===== src/rtl/deb_pkg.sv =====
// deb_pkg: shared constants and types for the deb_multi debouncer slice.
package deb_pkg;
   localparam int GLITCH_W = 8;
   localparam logic [GLITCH_W-1:0] GLITCH_MAX = 8'hFF;
   localparam int CNT_W_DEF = 4;
   typedef logic [GLITCH_W-1:0] glitch_t;
endpackage


===== src/rtl/deb_multi_if.sv =====
// deb_multi_if: pad-side and debounced-side bundle of deb_multi; glitch ports exist only with DEB_GLITCH_CNT_EN.
interface deb_multi_if import deb_pkg::*; #(
   parameter int N = 2,
   parameter int CNT_W = CNT_W_DEF
) ();
   logic [N-1:0] in;
   logic [CNT_W-1:0] thresh;
   logic [N-1:0] out;
   logic [N-1:0] rise;
   logic [N-1:0] fall;
`ifdef DEB_GLITCH_CNT_EN
   logic glitch_clr;
   logic [N*GLITCH_W-1:0] glitch_cnt;
   modport master (output in, thresh, glitch_clr, input out, rise, fall, glitch_cnt);
   modport slave (input in, thresh, glitch_clr, output out, rise, fall, glitch_cnt);
`else
   modport master (output in, thresh, input out, rise, fall);
   modport slave (input in, thresh, output out, rise, fall);
`endif
endinterface


===== src/rtl/deb_ch.sv =====
// deb_ch: one debounce channel (synchroniser, saturating stability counter, strobes, glitch counter under DEB_GLITCH_CNT_EN).
module deb_ch import deb_pkg::*; #(
   parameter int CNT_W = CNT_W_DEF,
   parameter logic RST_VAL = 1'b0
) (
   input  logic clk,
   input  logic rst_n,
   input  logic in,
   input  logic [CNT_W-1:0] thresh,
`ifdef DEB_GLITCH_CNT_EN
   input  logic glitch_clr,
   output glitch_t glitch_cnt,
`endif
   output logic out,
   output logic rise,
   output logic fall
);
   logic sync0, sync1, prev, changed, upd;
   logic [CNT_W-1:0] cnt;
   assign changed = sync1 ^ prev;
   assign upd = !changed && (cnt >= thresh) && (prev != out);
   always_ff @(posedge clk or negedge rst_n)
      if (!rst_n) begin
         sync0 <= RST_VAL;
         sync1 <= RST_VAL;
         prev  <= RST_VAL;
         out   <= RST_VAL;
         cnt   <= '0;
         rise  <= 1'b0;
         fall  <= 1'b0;
      end else begin
         sync0 <= in;
         sync1 <= sync0;
         prev  <= sync1;
         cnt   <= changed ? '0 : (&cnt ? cnt : cnt + 1'b1);
         out   <= upd ? prev : out;
         rise  <= upd && prev;
         fall  <= upd && !prev;
      end
`ifdef DEB_GLITCH_CNT_EN
   // a bounce while a new level is pending aborts that transition
   always_ff @(posedge clk or negedge rst_n)
      if (!rst_n)
         glitch_cnt <= '0;
      else
         glitch_cnt <= glitch_clr ? '0 :
                       (changed && prev != out && glitch_cnt != GLITCH_MAX) ? glitch_cnt + 1'b1 : glitch_cnt;
`endif
endmodule


===== src/rtl/deb_multi.sv =====
// deb_multi: N-channel debouncer with rise/fall strobes; glitch counters added when DEB_GLITCH_CNT_EN is defined.
module deb_multi import deb_pkg::*; #(
   parameter int N = 2,
   parameter int CNT_W = CNT_W_DEF,
   parameter logic [N-1:0] RST_VAL = {N{1'b0}}
) (
   input logic clk,
   input logic rst_n,
   deb_multi_if.slave bus
);
   for (genvar i = 0; i < N; i++) begin : g_ch
      deb_ch #(.CNT_W(CNT_W), .RST_VAL(RST_VAL[i])) u_ch (
         .clk(clk),
         .rst_n(rst_n),
         .in(bus.in[i]),
         .thresh(bus.thresh),
`ifdef DEB_GLITCH_CNT_EN
         .glitch_clr(bus.glitch_clr),
         .glitch_cnt(bus.glitch_cnt[i*GLITCH_W +: GLITCH_W]),
`endif
         .out(bus.out[i]),
         .rise(bus.rise[i]),
         .fall(bus.fall[i])
      );
   end
endmodule


===== src/flat_wrapper.sv =====
// flat-port wrapper written by rule: the top's interface ports become plain ports
module deb_multi_flat import deb_pkg::*;
#(
   parameter int N = 2,
   parameter int CNT_W = CNT_W_DEF,
   parameter logic [N-1:0] RST_VAL = {N{1'b0}}
)
  (clk, rst_n, bus_in, bus_thresh, bus_out, bus_rise, bus_fall);
  deb_multi_if #(.N(N), .CNT_W(CNT_W)) bus_i ();
  input logic clk;
  input logic rst_n;
  input wire logic [$bits(bus_i.in)-1:0] bus_in;
  input wire logic [$bits(bus_i.thresh)-1:0] bus_thresh;
  output wire logic [$bits(bus_i.out)-1:0] bus_out;
  output wire logic [$bits(bus_i.rise)-1:0] bus_rise;
  output wire logic [$bits(bus_i.fall)-1:0] bus_fall;
  assign bus_i.in = bus_in;
  assign bus_i.thresh = bus_thresh;
  assign bus_out = bus_i.out;
  assign bus_rise = bus_i.rise;
  assign bus_fall = bus_i.fall;
  deb_multi #(.N(N), .CNT_W(CNT_W), .RST_VAL(RST_VAL)) u_core (.clk(clk), .rst_n(rst_n), .bus(bus_i));
endmodule

===== config.mk =====
export PLATFORM = sky130hd
export DESIGN_NAME = deb_multi_flat
export DESIGN_NICKNAME = d
export VERILOG_FILES = /design/src/rtl/deb_pkg.sv /design/src/rtl/deb_multi_if.sv /design/src/rtl/deb_ch.sv /design/src/rtl/deb_multi.sv /design/src/flat_wrapper.sv
export SDC_FILE = /design/constraint.sdc
export NUM_CORES = 1
export LEC_CHECK = 0
export CORE_MARGIN = 2
export CORE_UTILIZATION = 47
export DETAILED_ROUTE_END_ITERATION = 7
export PLACE_DENSITY = 0.73
export SETUP_SLACK_MARGIN = 0.1
export SYNTH_ARGS = -nofsm -noshare
export SYNTH_HDL_FRONTEND = slang
export SYNTH_HIERARCHICAL = 1
export SYNTH_SLANG_ARGS = --single-unit

===== constraint.sdc =====
create_clock -name clk -period 1.4 [get_ports clk]
set_input_delay 0.21 -clock clk [delete_from_list [all_inputs] [get_ports clk]]
set_output_delay 0.21 -clock clk [all_outputs]
set_load 0.005 [all_outputs]

# [Word-level counts from Yosys, hierarchy flattened]
# Index checks and enable logic that the tools add are counted.
[totals] wordCells=42 register_bits=20 input_bits=8
[classes] n_eq_ne=4 add_sub_neg=2 n_lt_le_gt_ge=2 reduce_logical=14 mux=4 n_bitwise=2
[op_table] operator="$mux W4" n=4
[op_table] operator="$add A4 B1 Y4 const B" n=2
[op_table] operator="$ge A4 B4 Y1" n=2
[op_table] operator="$logic_and A1 B1 Y1" n=8
[op_table] operator="$reduce_and A4 Y1" n=2
[op_table] operator="$logic_not A1 Y1" n=4
[op_table] operator="$ne A2 B2 Y1 const B" n=2
[op_table] operator="$ne A1 B1 Y1" n=2
[op_table] operator="$xor A1 B1 Y1" n=2

# [Depth between registers and ports, before layout]
[logic_depth] word_depth=5 mapped_depth=5

# [Cells and area by module]
# The synthesis kept the hierarchy.
[modules_own_cells] module="deb_ch" cells_per_inst=43 n_inst=2 area_each_um2=479.2

# [Worst setup path after synthesis]
# Ideal clock, no wire load.
[synth_path] path_kind="reg2reg" start="register u_core.g_ch[0].u_ch.cnt[0]" end="register u_core.g_ch[0].u_ch.out" required_time_ns=1.265 path_stages_with_launch=6 period_less_slack_ns=1.345 arrival_time_ns=1.210 slack_ns=0.055 setup_ns=0.135 cell_sequence="dfrtp_1 -> inv_1 -> ha_1 -> nor3b_1 -> o21a_1 -> o211ai_1"
[synth_between] elab_chain_cells=3
[synth_lines] element="from (decl)" line_no="deb_ch.sv:19" rtl="logic [CNT_W-1:0] cnt;"
[synth_lines] element="from (signal assigned)" line_no="deb_ch.sv:35" rtl="cnt <= changed ? '0 : (&cnt ? cnt : cnt + 1'b1);"
[synth_lines] element="$ge A4 B4 Y1" line_no="deb_ch.sv:21" rtl="assign upd = !changed && (cnt >= thresh) && (prev != out);"
[synth_lines] element="$logic_and A1 B1 Y1 (2 in a row)" line_no="deb_ch.sv:21"
[synth_lines] element="to (signal assigned)" line_no="deb_ch.sv:36" rtl="out <= upd ? prev : out;"
[synth_lines] element="to (decl)" line_no="deb_ch.sv:14" rtl="output logic out,"
# Every way passes these cells.
# A chain may end at the register's enable or synchronous reset.

# [Worst setup path after layout]
[layout_path] start="register u_core.g_ch[0].u_ch.cnt[3]" end="register u_core.g_ch[0].u_ch.fall"
[layout_between] elab_chain_cells=4
[layout_lines] element="$ge A4 B4 Y1" line_no="deb_ch.sv:21"
[layout_lines] element="$logic_and A1 B1 Y1 (2 in a row)" line_no="deb_ch.sv:21"
[layout_lines] element="$logic_and A1 B1 Y1" line_no="deb_ch.sv:38" rtl="fall <= upd && !prev;"
[layout_lines] element="to (signal assigned)" line_no="deb_ch.sv:38"
[layout_lines] element="to (decl)" line_no="deb_ch.sv:16" rtl="output logic fall"
# Every way passes these cells.

==> results.toml <==
[final_layout]
n_antenna_cell = 0
ff_latch_area_sq_um = 500.5
final_util_pct = 69.20
area_growth_pct = 40.21
num-fill-cells = 157
nNetsFinal = 138
layout-drive-gt1-share_pct = 25.21
multi_input_area_sq_um = 484.2

[routing]
dr.pass1.iters = 2
via_per_inst = 5.253
wl_per_cell_microns = 13.67
drc = 0
vias = 767
dr.first_iter.drc_count = 6
detail-route-antenna-nets = 0
wl_microns = 1996

[power]
power_mw = 1.466
power_leakage_nw = 0.6428
power.density_nw_per_um2 = 1091
ir_drop_v = 0.0008112

[critical_path]
cp-start-kind = "flop"
worstPathRequired_ps = 1620
cp_max_fo = 3
r2r_cells = 4
cp-end-kind = "flop"
criticalPathCategory = "reg -> reg"
worstPathArrival_ps = 1620

[logic_synthesis]
ys_types = 17
syn_area_sq_um = 958.4
synth_top_area_share_pct = 52.22
synth.top_cells.by_area = "dfrtp_1 (52%), ha_1 (13%), o211ai_1 (4.7%)"
yosysTopAreaCell = "dfrtp_1"
yosysWarnings = 6
ys_ff_latch = 20
synth_area_per_cell_sq_um = 11.14
synthesis.nets = 104
seq_area_frac_synth_pct = 52.22
syn_inst = 86

[cts]
postCtsHoldBufs = 0
cts-htree-levels = 1
path_clk_slew_ps = 110
cts_tree = "yes"
cts_root_buf = "clkbuf_4"
cts_buffers = 3
clk_path_buf_depth = 2
cts_num_sinks = 20
insertion_delay_ps = 300

[sta]
max_slew_margin_pct = 78.17
finalMaxSlewViolations = 0
period_share_pct = 100.4
hold_viol_final = 0
fmax_mhz = 711.4
holdWs_ps = 230.0
tightest_slew_ps = 326.3
tns_ps = -5.774
min_period_ps = 1406
fin_ws_ps = -5.774
setup_violations = 1
rsz0062_at_grt = "true"
clock-skew-final_ps = 0.4351

[floorplan]
dieArea_sq_um = 2416
core_area_sq_um = 1942
start_util_pct = 49.36
die_w_microns = 49.16
io_pins = 14
die_h_microns = 49.16
num_rows = 16

[global_route]
antenna_found_initial = 0
grt_max_degree = 21
grt_pass1_vias = 808
grt_remaining_overflow = 0
grt_util_all_layers_pct = 18.58
grt_pass1_wl_microns = 3325

[run_status]
status = "finished with violations"
violations = "negative setup slack"

[placement]
routabilityCongestion = 0.7448
dp_hpwl_microns = 1413
numPortBuffers = 13

[min_path]
hold_class = "in -> async"

[job]
drv_cap = 0
[report_power, final]
group	switching, mW	internal, mW	total (mW)
logic	0.166	0.174	0.340
registers	0.0320	0.621	0.653
clock network	0.183	0.289	0.473
total	0.381	1.08	1.47
[state kept, by name, indices dropped and copies added, names as in the netlist]
signal                  cells
u_core/g_ch.u_ch/cnt        8
u_core/g_ch.u_ch/prev       2
u_core/g_ch.u_ch/out        2
u_core/g_ch.u_ch/rise       2
u_core/g_ch.u_ch/fall       2
u_core/g_ch.u_ch/sync0      2
u_core/g_ch.u_ch/sync1      2
[cell usage in the layout, fill, tap and decap left out, types with 3 or more instances in the layout]
master and n:
dfrtp_1 20, buf_4 16, dlygate4sd2_1 8, inv_1 8, nor2_1 8, o211ai_1 6, nor3_1 6, ha_1 6
clkdlybuf4s50_1 4, nand2_1 4, clkbuf_4 3
[metal layers]
layer	share of wire [%]	vias up	track usage [%]	wire length, microns
met5	0	-	0	0
met4	3.0	0	11.43	59
met3	3.7	6	3.988	74
met2	54	14	35.36	1077
met1	39	377	17.74	785
li1	-	370	-	-
[worst max-delay path, cell delays in order (launching register included)]
cell and delay, ps:
dfrtp_1 440, ha_4 290, o211ai_1 120, o21a_1 230, nor4b_2 230
[worst paths after layout]
path                                                               end                                    from  slack, ps
worst min-delay path               u_core/g_ch[1].u_ch/sync1$_DFF_PN0_                                   rst_n        230
min in group clk                   u_core/g_ch[1].u_ch/sync0$_DFF_PN0_                               bus_in[1]        330
worst max register to register      u_core/g_ch[0].u_ch/fall$_DFF_PN0_  u_core/g_ch[0].u_ch/cnt[3]$_DFFE_PN0P_         -6
worst max-delay path                u_core/g_ch[0].u_ch/fall$_DFF_PN0_  u_core/g_ch[0].u_ch/cnt[3]$_DFFE_PN0P_         -6
max in group asynchronous       u_core/g_ch[1].u_ch/cnt[2]$_DFFE_PN0P_                                   rst_n        970
worst min register to register     u_core/g_ch[1].u_ch/sync1$_DFF_PN0_     u_core/g_ch[1].u_ch/sync0$_DFF_PN0_        360
[area by class of cell]
cell class	count	share of cell area (%)
clock buffers	3	1.676
flip-flops and latches	20	37.24
repair buffers	29	18.06
well taps	27	2.514
inverters	8	2.235
clock inverters	1	2.235
multi-input cells	58	36.03
[Yosys cell counts]
master and n:
nand2_1 4, xor2_1 2, o21ai_0 2, nor4b_2 2, mux2i_1 2, nor3_1 6, nand3_1 4, xnor2_1 2
o21a_1 2, o211ai_1 6, a21oi_1 2, nor2_1 8, ha_1 10, a31oi_1 2, dfrtp_1 20, nor3b_1 4
inv_1 8
[through the flow]
| step | std cells | area (sq um) | setup WS (ps) |
|---|---|---|---|
| detailed placement | 137 | 1215 | -368.6 |
| floorplan | 86 | 968.4 | 117.4 |
| global route | 146 | 1344 | -69.58 |
| global placement | 137 | 1215 | -280.9 |
| CTS | 144 | 1303 | 9.751 |
| finish | 146 | 1344 | -5.774 |
[logic make-up after synthesis]
kind of cell               share of synthesized area [%]
AOI/OAI and AO/OA                                  9.660
xor gates and xnor gates                           3.656
adders and majority gates                          13.05
buffers and inverters                              3.133
DFF                                                52.22
muxes                                              2.089
and+or+nand+nor                                    16.19
[repair_timing]
item,4_1_cts,5_1_grt
resized for setup,11,5
cloned,0,0
buffers inserted,3,2
pin swaps,5,3
hold endpoints to repair,0,0
endpoints found under the setup margin,14,9
Power figures use the tool's default switching activity.
